File: src/rtl/mul_share_arbiter.sv
// Round-robin sequencer that time-shares one shift-add multiplier among NUM_REQ
// requesters, returning tagged products and converting a hung multiply into an error.
module mul_share_arbiter #(
    parameter  int NUM_REQ = 4,
    parameter  int WIDTH   = 32,
    parameter  int TIMEOUT = 64,
    localparam int IDW     = (NUM_REQ > 1) ? $clog2(NUM_REQ) : 1
) (
    input  logic                     clk,
    input  logic                     rst,
    input  logic [NUM_REQ-1:0]       req_valid,
    output logic [NUM_REQ-1:0]       req_ready,
    input  logic [NUM_REQ*WIDTH-1:0] req_a,
    input  logic [NUM_REQ*WIDTH-1:0] req_b,
    output logic                     mul_start,
    output logic [WIDTH-1:0]         mul_a,
    output logic [WIDTH-1:0]         mul_b,
    input  logic [2*WIDTH-1:0]       mul_product,
    input  logic                     mul_done,
    output logic                     rsp_valid,
    input  logic                     rsp_ready,
    output logic [IDW-1:0]           rsp_id,
    output logic [2*WIDTH-1:0]       rsp_product,
    output logic                     rsp_err
);

    localparam int CNTW = (TIMEOUT > 2) ? $clog2(TIMEOUT) : 1;

    typedef enum logic [1:0] {IDLE, ISSUE, BUSY, RESP} state_t;

    state_t           state;
    state_t           state_nxt;
    logic [IDW-1:0]   rr_ptr;
    logic [IDW-1:0]   grant;
    logic [IDW-1:0]   scan_idx;
    logic [IDW-1:0]   id_q;
    logic             grant_found;
    logic             accept;
    logic             complete;
    logic             timeout;
    logic             done_q;
    logic [CNTW-1:0]  cnt;
    logic [WIDTH-1:0] sel_a;
    logic [WIDTH-1:0] sel_b;

    function automatic logic [IDW-1:0] wrap_inc(input logic [IDW-1:0] v);
        return (v == IDW'(NUM_REQ - 1)) ? '0 : v + IDW'(1);
    endfunction

    // First valid requester at or after rr_ptr, scanning with wrap-around.
    always_comb begin
        grant       = '0;
        grant_found = 1'b0;
        scan_idx    = rr_ptr;
        for (int i = 0; i < NUM_REQ; i++) begin
            if (!grant_found && req_valid[scan_idx]) begin
                grant_found = 1'b1;
                grant       = scan_idx;
            end
            scan_idx = wrap_inc(scan_idx);
        end
    end

    always_comb begin
        sel_a = '0;
        sel_b = '0;
        for (int i = 0; i < NUM_REQ; i++) begin
            if (grant == IDW'(i)) begin
                sel_a = req_a[i*WIDTH +: WIDTH];
                sel_b = req_b[i*WIDTH +: WIDTH];
            end
        end
    end

    assign accept = (state == IDLE) && grant_found && !rst;

    always_comb begin
        req_ready = '0;
        for (int i = 0; i < NUM_REQ; i++) begin
            req_ready[i] = accept && (grant == IDW'(i));
        end
    end

    // Only a fresh rising edge of done counts, so a level left over from the
    // previous operation cannot complete the current one.
    assign complete = (state == BUSY) && mul_done && !done_q;
    assign timeout  = (state == BUSY) && !complete && (cnt == CNTW'(TIMEOUT - 1));

    always_ff @(posedge clk) begin
        if (rst) begin
            state <= IDLE;
        end else begin
            state <= state_nxt;
        end
    end

    always_comb begin
        state_nxt = state;
        mul_start = 1'b0;
        rsp_valid = 1'b0;
        case (state)
            IDLE: begin
                if (accept) begin
                    state_nxt = ISSUE;
                end
            end
            ISSUE: begin
                mul_start = 1'b1;
                state_nxt = BUSY;
            end
            BUSY: begin
                if (complete || timeout) begin
                    state_nxt = RESP;
                end
            end
            RESP: begin
                rsp_valid = 1'b1;
                if (rsp_ready) begin
                    state_nxt = IDLE;
                end
            end
            default: state_nxt = IDLE;
        endcase
    end

    always_ff @(posedge clk) begin
        if (rst) begin
            rr_ptr      <= '0;
            done_q      <= 1'b0;
            cnt         <= '0;
            mul_a       <= '0;
            mul_b       <= '0;
            id_q        <= '0;
            rsp_product <= '0;
            rsp_err     <= 1'b0;
        end else begin
            done_q <= mul_done;

            if (accept) begin
                mul_a <= sel_a;
                mul_b <= sel_b;
                id_q  <= grant;
            end

            if (state == ISSUE) begin
                cnt <= '0;
            end else if ((state == BUSY) && !complete && !timeout) begin
                cnt <= cnt + CNTW'(1);
            end

            if (complete) begin
                rsp_product <= mul_product;
                rsp_err     <= 1'b0;
            end else if (timeout) begin
                rsp_product <= '0;
                rsp_err     <= 1'b1;
            end

            if ((state == RESP) && rsp_ready) begin
                rr_ptr <= wrap_inc(id_q);
            end
        end
    end

    assign rsp_id = id_q;

endmodule

File: config.mk
export PLATFORM = sky130hd
export DESIGN_NAME = mul_share_arbiter
export DESIGN_NICKNAME = d
export VERILOG_FILES = /design/src/rtl/mul_share_arbiter.sv
export SDC_FILE = /design/constraint.sdc
export NUM_CORES = 1
export LEC_CHECK = 0
export BUFFER_PORTS_ARGS = -buffer_cell sky130_fd_sc_hd__buf_2
export CAP_MARGIN = 20
export CORE_AREA = 2 2 181 183
export DETAILED_ROUTE_END_ITERATION = 10
export DIE_AREA = 0 0 183 185
export PLACE_DENSITY = 0.59
export RECOVER_POWER = 100
export SETUP_SLACK_MARGIN = 0.5
export SYNTH_ARGS = -nofsm -noshare
export SYNTH_HDL_FRONTEND = slang
export SYNTH_SLANG_ARGS = --single-unit
File: constraint.sdc
create_clock -name clk -period 4.44 [get_ports clk]
set_clock_uncertainty 0.05 [all_clocks]
set_input_delay 0 -clock clk [delete_from_list [all_inputs] [get_ports clk]]
set_output_delay 0 -clock clk [all_outputs]
set_load 0.02 [all_outputs]
==> summary.txt, run 1 <==
Synth
  • Post-synth EDFFs: 0
  • Yosys Warn Count: 0
  • Unique masters post-synth: 49
  • Largest family of logic cells by synthesized area: multiplexers
  • XOR/XNOR Fraction of Synth Area: less than 1%
  • Synth Cell Area: 7170 sq um
  • Ys async rst share: 0%
  • FF+latch count, synth: 142
  • Syn nets: ~1100
  • Adder-cell share of the synthesized area: roughly 1.2%
  • Post-synthesis sequential area ratio: about two fifths
  • Synth Area in Compound Gates: between 10% and 20%
  • Post-synthesis simple-gate area fraction: 14.9%
  • Top_reg_cell synth: dfxtp_1
  • Mux cell area share after synthesis: ~20%
  • Gate count of the mapped netlist: around 730
  • Mean Syn Cell Area: around 9.9 sq um

CTS
  • CTS Root Cell: clkbuf_16
  • Post-CTS Setup Bufs: 0
  • Clk buf depth: 2
  • H-Tree Depth: 4
  • Post_cts resized: 6
  • Clock sink total: between 100 and 150
  • # hold bufs at CTS: ~320
  • Num CTS Buffers: 17

Run status
  • Status: did not finish
  • Failing step: clock tree synthesis (4_1_cts)
  • Err: [ERROR RSZ-0060] Max buffer count reached.

Place
  • DP Wirelength: just over 20000 um
  • PortBufs: around 460
  • RePlAce Congestion: 0.742

Floorplanning
  • DIE HEIGHT: ~190 um
  • IO Pins: around 470
  • Starting Density: 22.4%
  • Row cnt: 66
  • Die Wd: 183 um
## stage by stage
| step | std cells | worst slack, ps | hold slack [ps] | utilization, % | cell area [sq um] |
|---|---|---|---|---|---|
| 2_1_floorplan | 727 | 1620 | 78.2 | - | 7170 |
| 3_3_place_gp | 1543 | 728 | 183 | 30.7 | 9820 |
| 3_5_place_dp | 1543 | 512 | 190 | 30.7 | 9820 |
## cells by family after synthesis
| group | Yosys count |
|---|---|
| buf+inv | 79 |
| simple gates | 192 |
| compound gates | 161 |
| xor+xnor | 5 |
| flops | 142 |
| mux | 141 |
| fa+ha+maj | 7 |
## synth_stat cells, drive strengths merged (3+ instances only)
| library cell | count | area [sq um] |
|---|---|---|
| dfxtp | 142 | 2840 |
| mux2i | 135 | 1350 |
| nor2 | 79 | 297 |
| nand3b | 66 | 495 |
| a22oi | 65 | 488 |
| o221ai | 64 | 561 |
| clkbuf | 46 | 173 |
| buf | 28 | 231 |
| nand2 | 13 | 48.8 |
| a21oi | 7 | 35.0 |
| ha | 7 | 87.6 |
| mux2 | 6 | 67.6 |
| nor2b | 6 | 37.5 |
| and3 | 5 | 31.3 |
| inv | 5 | 18.8 |
| nor3 | 5 | 25.0 |
| o21ai | 5 | 25.0 |
| xor2 | 4 | 35.0 |
| a211oi | 3 | 22.5 |
| a221oi | 3 | 32.5 |
| nand2b | 3 | 18.8 |
| or2 | 3 | 18.8 |
==> run 2, diff against run 1 <==
--- a/config.mk
+++ b/config.mk
@@ -7,12 +7,11 @@
 export LEC_CHECK = 0
 export BUFFER_PORTS_ARGS = -buffer_cell sky130_fd_sc_hd__buf_2
 export CAP_MARGIN = 20
-export CORE_AREA = 2 2 181 183
+export CORE_AREA = 2 2 179 181
 export DETAILED_ROUTE_END_ITERATION = 10
-export DIE_AREA = 0 0 183 185
-export PLACE_DENSITY = 0.59
+export DIE_AREA = 0 0 181 183
+export PLACE_DENSITY_LB_ADDON = 0.15
 export RECOVER_POWER = 100
-export SETUP_SLACK_MARGIN = 0.5
 export SYNTH_ARGS = -nofsm -noshare
 export SYNTH_HDL_FRONTEND = slang
 export SYNTH_SLANG_ARGS = --single-unit
==> run 2 against run 1 <==
The flow now finishes, with violations (max-capacitance violations, max-slew violations). Synthesized area is the same. Synthesized cell count is the same.
==> summary.txt, run 2 <==
Run status
  • Status: complete, but fails checks
  • Failing checks: max-capacitance violations, max-slew violations

Setup path
  • Worst EP required: ~4700 ps
  • Crit path cell chain: ha_2 -> mux2i_1 -> mux2i_1 -> a2111oi_4 -> a221o_4 -> buf_12 -> clkbuf_2 -> mux2i_1 -> dlygate4sd3_1 -> o221ai_1
  • CP max stage delay: between 500 and 600 ps
  • Nature of the critical path startpoint: register
  • CP arrival: around 4500 ps
  • CP endpoint kind: register
  • FF-to-FF setup slack: between 150 and 200 ps
  • CP most frequent cell: mux2i_1
  • Slowest cell on the critical path: dlygate4sd3_1
  • Kind of critical path: register to register
  • Crit-path max FO: a little over 40

Floorplanning
  • Starting Density: between 20% and 30%
  • Core area: 31200 sq um
  • IO Pins: between 400 and 500
  • Die Wd: 181 um
  • Row cnt: 65
  • DIE HEIGHT: 183 um
  • Total die area: 33100 sq um

Power and ir drop
  • Max IR drop VDD: roughly 240 uV
  • Total power: around 6.0 mW
  • Gate power share: 43.7%
  • P_leak: 6.15 nW
  • Clock power share: 26.9%
  • Sw power: between 2 and 2.5 mW
  • Reg power frac: 29.4%
  • PwrDens: about 460 nW/um^2
  • Switching Fraction: approximately two fifths
  • Internal: between 3 and 4 mW

Synth
  • Mean Syn Cell Area: between 9 and 10 sq um
  • Synth Cell Area: ~7000 sq um
  • Ys async rst share: 0%
  • XOR/XNOR Fraction of Synth Area: less than 1%
  • Count leader, synth: dfxtp_1
  • Syn nets: about 1100
  • Largest family of logic cells by synthesized area: multiplexers
  • Yosys top cell by area: dfxtp_1
  • Post-synth EDFFs: 0
  • Yosys Warn Count: 0
  • Adder-cell share of the synthesized area: roughly 1.2%
  • Top_reg_cell synth: dfxtp_1
  • Post-synthesis sequential area ratio: between 30% and 40%
  • Synth Area in Compound Gates: approximately 18%
  • Most frequent cells after synthesis: dfxtp_1, mux2i_1, nor2_1
  • Unique masters post-synth: 49
  • Gate count of the mapped netlist: 727
  • Mux cell area share after synthesis: between 10% and 20%
  • Post-synthesis simple-gate area fraction: between 10% and 20%
  • Share of the synthesized area in the top cell type: 39.7%
  • Area contributors post-synth: dfxtp_1, mux2i_1, o221ai_1
  • FF+latch count, synth: 142

Layout
  • Layout fillers: roughly 3200
  • Share of layout cells above drive strength 1: between 20% and 30%
  • Max reg flops: 64
  • # nets final: roughly 1800
  • FF/Latch Area: approximately 2800 sq um
  • Commonest non-fill, non-tap cells in the layout: buf_2, dlygate4sd3_1, dfxtp_1
  • Layout overhead on the synthesized area: 82.9%
  • Most flop-heavy register: rsp_product
  • Multi-input gate area: ~4000 sq um
  • Biggest regs: rsp_product (64), mul_a (32), mul_b (32)
  • Most common cell after layout, fill and taps aside: buf_2

CTS
  • Clock-pin slew on the worst setup and hold paths: ~70 ps
  • Clk buf depth: 2
  • Num CTS Buffers: 17
  • H-Tree Depth: 4
  • Skew-Pair Late Insertion Delay: 440 ps
  • CTS tree: built
  • Clock sink total: 142
  • CTS Root Cell: clkbuf_16

Timing
  • Final min period: approximately 4200 ps
  • Final Cycle Share: a little over nine tenths
  • Max-slew violations: 154
  • Max Freq: ~240 MHz
  • Setup Viol. Count Final: 0
  • Worst slew pin tran: ~1800 ps
  • Final Hold Fails: 0
  • RSZ-0062 raised after global routing: false
  • Setup TNS Final: 0 ps
  • Max_slew headroom: -16.9%

Global routing
  • GR Overflow Total: 0
  • GRT Util Overall: 19.2%
  • Initial antenna violation count: 7
  • First-pass GRT wire length: 49400 um
  • Vias in the first global route: about 9000
  • Largest net degree at the start of global routing: 85

Run
  • Maxcap violations: 2

Route
  • Pre-antenna DRT Iters: 5
  • Detailed router's first-iteration violation count: 346
  • DRC viols: 0
  • Via Count: about 8900
  • Routed vias/inst: between 4 and 5
  • ANT nets after route: 0
  • Routed WL: 33700 um
  • Avg WL per Cell: between 15 and 20 um

Place
  • DP Wirelength: 22200 um
  • RePlAce Congestion: roughly 0.8
  • PortBufs: 464

Hold path
  • Worst hold path class: input port to register
[run 2: cell counts after synthesis]
No cell type changed its count.
[run 2: layout make-up]
cell class / instances / area share [%]
diodes: 4 / 0.0764
clock buffers: 18 / 3.35
clock inverters: 14 / 1.55
inverters: 5 / 0.143
multi-input cells: 507 / 30.3
flip-flops and latches: 142 / 21.7
well taps: 402 / 3.84
repair buffers: 763 / 39.0
[run 2: power groups by stage]
stage | clock network (mW) | registers [mW] | logic (mW)
after CTS | 1.68 | 1.76 | 2.70
final | 1.62 | 1.77 | 2.63
after global routing | 1.72 | 1.81 | 2.82
after floorplan | 0 | 2.14 | 1.03
after global placement | 0 | 1.78 | 2.20
after detailed placement | 0 | 1.78 | 2.20
[run 2: critical path, delay by kind of cell, from the launching register on]
family                     cells  cell delay, ps
adders and majority gates      1             550
DFF                            1             320
buffers and inverters          3            1450
AOI/OAI and AO/OA              3             940
muxes                          3             700
[run 2: per-layer routing]
layer / share of wire (%) / up-vias / GRT usage, %
met5: 0.080 / - / 0
met4: 2.7 / 4 / 8.10
met3: 7.5 / 53 / 5.78
met2: 49 / 395 / 33.1
met1: 41 / 4219 / 22.1
li1: - / 4183 / -
[run 2: what timing repair did]
item | 4_1_cts | 5_1_grt
buffers inserted | 0 | 0
hold endpoints to repair | 135 | 0
hold buffers | 278 | 0
setup endpoints to repair | 0 | 37
gates resized for setup | 0 | 5
[run 2: cell families after synthesis]
family          after synthesis
fa+ha+maj                     7
mux                         141
xor+xnor                      5
simple gates                192
compound gates              161
flops                       142
buf+inv                      79
[run 2: through the flow]
stage | hold WS (ps) | std cells | worst slack (ps) | util, % | instance area (sq um)
floorplan | 78.2 | 727 | 1620 | - | 7170
global placement | 186 | 1539 | 1030 | 31.4 | 9820
detailed placement | 193 | 1539 | 943 | 31.4 | 9820
CTS | 253 | 1849 | 35.5 | 42.4 | 13200
global route | 281 | 1854 | 15.0 | 42.0 | 13100
finish | 281 | 1855 | 192 | 42.0 | 13100
[run 2: worst paths after layout]
kind,startpoint,cells past startpoint,end
setup / recovery,rr_ptr[1],10,mul_b[26]
hold / removal,mul_product[58],4,rsp_product[58]
setup reg to reg,rr_ptr[1],10,mul_b[26]
hold reg to reg,rsp_err,2,rsp_err
Note: power is estimated with default switching activity, not from simulation.
==> run 3, diff against run 2 <==
--- a/config.mk
+++ b/config.mk
@@ -5,11 +5,11 @@
 export SDC_FILE = /design/constraint.sdc
 export NUM_CORES = 1
 export LEC_CHECK = 0
-export BUFFER_PORTS_ARGS = -buffer_cell sky130_fd_sc_hd__buf_2
+export BUFFER_PORTS_ARGS = -buffer_cell sky130_fd_sc_hd__buf_4
 export CAP_MARGIN = 20
-export CORE_AREA = 2 2 179 181
+export CORE_AREA = 2 2 181 183
 export DETAILED_ROUTE_END_ITERATION = 10
-export DIE_AREA = 0 0 181 183
+export DIE_AREA = 0 0 183 185
 export PLACE_DENSITY_LB_ADDON = 0.15
 export RECOVER_POWER = 100
 export SYNTH_ARGS = -nofsm -noshare
==> run 3 against run 2 <==
The run now fails in clock tree synthesis (4_1_cts). Synthesized cell count is the same. Synthesized area unchanged.
==> summary.txt, run 3 <==
Synth
  • Synth Cell Area: between 7000 and 8000 sq um
  • Top_reg_cell synth: dfxtp_1
  • Yosys top cell by area: dfxtp_1
  • Syn nets: 1062
  • Mean Syn Cell Area: 9.86 sq um
  • Area contributors post-synth: dfxtp_1, mux2i_1, o221ai_1
  • Count leader, synth: dfxtp_1
  • Post-synth EDFFs: 0
  • Yosys Warn Count: 0
  • Ys async rst share: 0%
  • Share of the synthesized area in the top cell type: roughly two fifths
  • Most frequent cells after synthesis: dfxtp_1, mux2i_1, nor2_1
  • Gate count of the mapped netlist: approximately 730
  • FF+latch count, synth: 142
  • Unique masters post-synth: a little under 50
  • Post-synthesis sequential area ratio: around two fifths

CTS
  • Post_cts resized: 0
  • CTS Root Cell: clkbuf_16
  • Clock sink total: about 140
  • # hold bufs at CTS: between 300 and 400
  • H-Tree Depth: 4
  • Num CTS Buffers: 17
  • Clk buf depth: 2
  • Post-CTS Setup Bufs: 0

Floorplanning
  • DIE HEIGHT: about 190 um
  • Row cnt: 66
  • IO Pins: 465
  • Starting Density: 22.4%
  • Die Wd: 183 um

Run status
  • Failing step: clock tree synthesis (4_1_cts)
  • Status: did not finish
  • Err: [ERROR RSZ-0060] Max buffer count reached.

Place
  • RePlAce Congestion: approximately 0.79
  • DP Wirelength: 22600 um
  • PortBufs: between 400 and 500
==> run 3: metrics by stage <==
step / instance area [sq um] / util [%] / setup WS (ps) / hold WS, ps / cells
2_1_floorplan: 7170 / - / 1620 / 78.2 / 727
3_3_place_gp: 11000 / 34.3 / 960 / 175 / 1548
3_5_place_dp: 11000 / 34.3 / 854 / 181 / 1548
==> run 3: logic make-up after synthesis <==
family          Yosys count  synth area share, %
compound gates          161                 17.9
buf+inv                  79                 5.90
flops                   142                 39.7
xor+xnor                  5                0.611
mux                     141                 19.8
fa+ha+maj                 7                 1.22
simple gates            192                 14.9
